==> src/rtl/srl_err_counter.sv <==
// Saturating error counter with a sticky flag; clr wins over a coincident inc.
module srl_err_counter #(
    parameter int unsigned ERR_CNT_W = 16
) (
    input  logic                 clk,
    input  logic                 rst_n,
    input  logic                 inc,
    input  logic                 clr,
    output logic [ERR_CNT_W-1:0] err_cnt,
    output logic                 err_sticky
);

    // Count and flag errors; hold at all-ones once saturated.
    always_ff @(posedge clk or negedge rst_n) begin
        if (!rst_n) begin
            err_cnt    <= '0;
            err_sticky <= 1'b0;
        end else if (clr) begin
            err_cnt    <= '0;
            err_sticky <= 1'b0;
        end else if (inc) begin
            if (err_cnt != '1) begin
                err_cnt <= err_cnt + ERR_CNT_W'(1);
            end
            err_sticky <= 1'b1;
        end
    end

endmodule

==> config.mk <==
export PLATFORM = sky130hd
export DESIGN_NAME = srl_err_counter
export DESIGN_NICKNAME = d
export VERILOG_FILES = /design/src/rtl/srl_err_counter.sv
export SDC_FILE = /design/constraint.sdc
export NUM_CORES = 1
export LEC_CHECK = 0
export BUFFER_PORTS_ARGS = -buffer_cell sky130_fd_sc_hd__buf_2
export CELL_PAD_IN_SITES_DETAIL_PLACEMENT = 0
export CELL_PAD_IN_SITES_GLOBAL_PLACEMENT = 1
export CORE_ASPECT_RATIO = 1.4
export CORE_MARGIN = 4
export CORE_UTILIZATION = 42
export DETAILED_ROUTE_END_ITERATION = 16
export GPL_ROUTABILITY_DRIVEN = 0
export HOLD_SLACK_MARGIN = 0.03
export PLACE_DENSITY_LB_ADDON = 0.1
export SLEW_MARGIN = 15
export SYNTH_ARGS = -nofsm -noshare
export SYNTH_HDL_FRONTEND = slang
export SYNTH_SLANG_ARGS = --single-unit
==> constraint.sdc <==
create_clock -name clk -period 4.1 [get_ports clk]
set_clock_uncertainty 0.1 [all_clocks]
set_input_delay 0.615 -clock clk [delete_from_list [all_inputs] [get_ports clk]]
set_output_delay 0.615 -clock clk [all_outputs]
set_load 0.01 [all_outputs]
==> results.md <==
* Critical Path Sink: err_cnt[13]
* Critical R2R Capture: err_cnt[13]
* Yosys reg bits at 17
* Max rail drop VDD at 0.162 mV
* LEAKAGE at 0.476 nW
* Critical path depth at 4
* Layout area overhead at 14.6%
* Fillcell total at 236
* Final core utilization at 49.9%
* TritonCTS clock tree: built
* Worst R2R Setup Slack at 2050 ps
* Crit-path leading delay family: simple AND/OR/NAND/NOR gates
* Critical R2R Launch: err_cnt[3]
* WS Path Type: reg -> reg
* Buffers on Ports at 20
* # resized after CTS at 0
* # setup viols final at 0
* Placeable Area at 2180 um2
* Synth cell types at 26
* DP HPWL at 1.55 mm
* Sequential Area at 425 um2
* R2R depth at 4
* Buffers & Inverters on Critical Path at 0
* Largest net degree at the start of global routing at 23
* Fin crit share at 49.9%
* CP max-delay cell: dfrtp_1
* Chip width at 48.2 um
* Max-slew headroom at 53.6%
* RSZ-0062 raised after global routing: false
* Drt total wl at 2.16 mm
* Max cap viols at 0
* Status: complete, no violations
* Setup TNS at 0 ps
* DRC violations left at 0
* Endpoint class of the critical path: flip-flop
* Peak per-stage delay on the critical path at 490 ps
* Worst Max-Slew Pin Slew at 690 ps
* EDFF count, synth at 0
* Pins Over Slew Limit at 0
* Initial drt markers at 21
* Crit path cell chain: nand4_2 -> or3_1 -> nor4b_2 -> mux2_1
* Critical path data arrival time at 2130 ps
* CP Max Fanout at 8
* Post-synth ARST share at 100%
* Via count at 844
* PD cells at 258 nW/um2
* Die area at 3090 um2
* # Post-CTS Setup Buffers at 0
* Core Rows at 20
* Setup crit start: err_cnt[3]
* Fin crit period at 2050 ps
* Share of cells above drive strength 1 at 25.6%
* First-pass GRT wire length at 3.75 mm
* Clk buf depth at 2
* Tot GR Track Use at 16.2%
* Initial core utilization at 43.6%
* CTS Root Cell: clkbuf_4
* Register area share after synthesis at 44.9%
* Initial antenna violation count at 0
* Post-Synthesis Cells at 101
* Fmax at 488 MHz
* Syn nets at 106
* Hold Crit Class: in -> async
* Synthesized area per cell at 9.39 um2
* Layout Nets at 127
* Post-synth top cells: 17 x dfrtp_1, 10 x a21oi_1, 10 x nor2_1, 6 x nand3_1
* Num CTS Buffers at 3
* Startpoint Class: flip-flop
* Die H at 64.2 um
* DR WL/cell at 15.1 um
* Leading register cell type out of synthesis: dfrtp_1
* Final hold violation count at 0
* Cts hold-fix bufs at 0
* Worst path required time at 4180 ps
* Top-count cell post-synth: dfrtp_1
* # IOs at 21
* Synthesized area at 948 um2
* ANT cells at 0
* Warnings from Yosys at 0
* Design area at 1090 um2
* Antenna Nets Post-Route at 0
* Post-synth top area cell: dfrtp_1
* Router iterations before antenna repair at 4
* GRT overflow at 0
* H-tree depth at 1
* Yosys top cell area share at 44.9%
* Area of the multi-input gates at 503 um2
* Skew-Pair Late Insertion Delay at 290 ps
* Drt via density at 5.90
* DP Area at 1060 um2
* Vias in the first global route at 802
* Worst-path clk slew at 110 ps
* Clock Sinks at 17
* Top post-synthesis cells by area: dfrtp_1 45%, a21oi_1 5.3%, nor2_1 4.0%
==> placed cells by master, fill, tap and decap left out <==
cell type	instances
nor4b_2	1
and4_1	1
nand2_1	5
o31ai_1	5
mux2i_1	1
mux2_2	3
nor4_1	3
dfrtp_1	17
nor2_1	10
buf_2	20
nand2b_1	3
or3_1	5
mux2_1	1
inv_1	1
or4_1	5
clkbuf_4	3
nand4_2	2
nor2b_1	5
nor3_1	4
a21oi_1	10
nand4_1	3
nand3_1	6
clkinv_2	1
ha_1	1
nor4_2	1
o21ai_0	3
o41ai_1	1
==> where the power goes <==
part	switching, mW	internal (mW)	leakage [nW]
combinational	0.0121	0.00683	0.224
clock	0.0530	0.0362	0.0177
sequential	0.00268	0.170	0.235
==> metrics by stage <==
stage | instances | setup slack (ps) | power, mW | hold slack, ps
2_1_floorplan | 101 | 2180 | 0.186 | 219
3_3_place_gp | 139 | 2080 | 0.195 | 389
3_5_place_dp | 139 | 2020 | 0.196 | 398
4_1_cts | 143 | 2030 | 0.285 | 140
5_1_grt | 143 | 1880 | 0.297 | 141
6_report | 143 | 2050 | 0.281 | 133
==> flip-flops by register name (all words and copies together), names as in the netlist <==
register / count
err_sticky: 1
err_cnt: 16
==> worst reg2reg max path, delay by kind of cell, from the launching register on <==
| family | cells | cell delay [ps] |
|---|---|---|
| flops | 1 | 490 |
| mux | 1 | 340 |
| simple gates | 3 | 1010 |
==> area by class of cell <==
cell class / instances / area share (%)
Clock buffer: 3 / 2.07
Clock inverter: 1 / 0.460
Inverter: 1 / 0.345
Multi-Input combinational cell: 79 / 46.3
Sequential cell: 17 / 39.1
Tap cell: 22 / 2.53
Timing Repair Buffer: 20 / 9.21
==> per-layer routing <==
layer	vias to the layer above	GRT usage [%]	wire length, um
met2	15	24.8	1040
li1	419	-	-
met4	0	5.05	24
met3	2	2.54	84
met1	408	22.7	1010
met5	-	0	0
==> cells by family after synthesis <==
logic type	after synthesis	synth area share, %
compound gates	19	11.7
simple gates	54	34.2
flops	17	44.9
fa+ha+maj	1	1.32
buf+inv	5	2.11
mux	5	5.80
==> worst min path at each step <==
stage	startpoint	endpoint	slack, ps	cells past startpoint
6_report	rst_n	err_cnt[12]	130	1
5_1_grt	rst_n	err_cnt[12]	140	1
4_1_cts	rst_n	err_cnt[13]	140	1
3_5_place_dp	err_sticky	err_sticky	400	2
3_3_place_gp	err_sticky	err_sticky	390	2
2_1_floorplan	rst_n	err_cnt[0]	220	0
(Power assumes the default switching activity.)
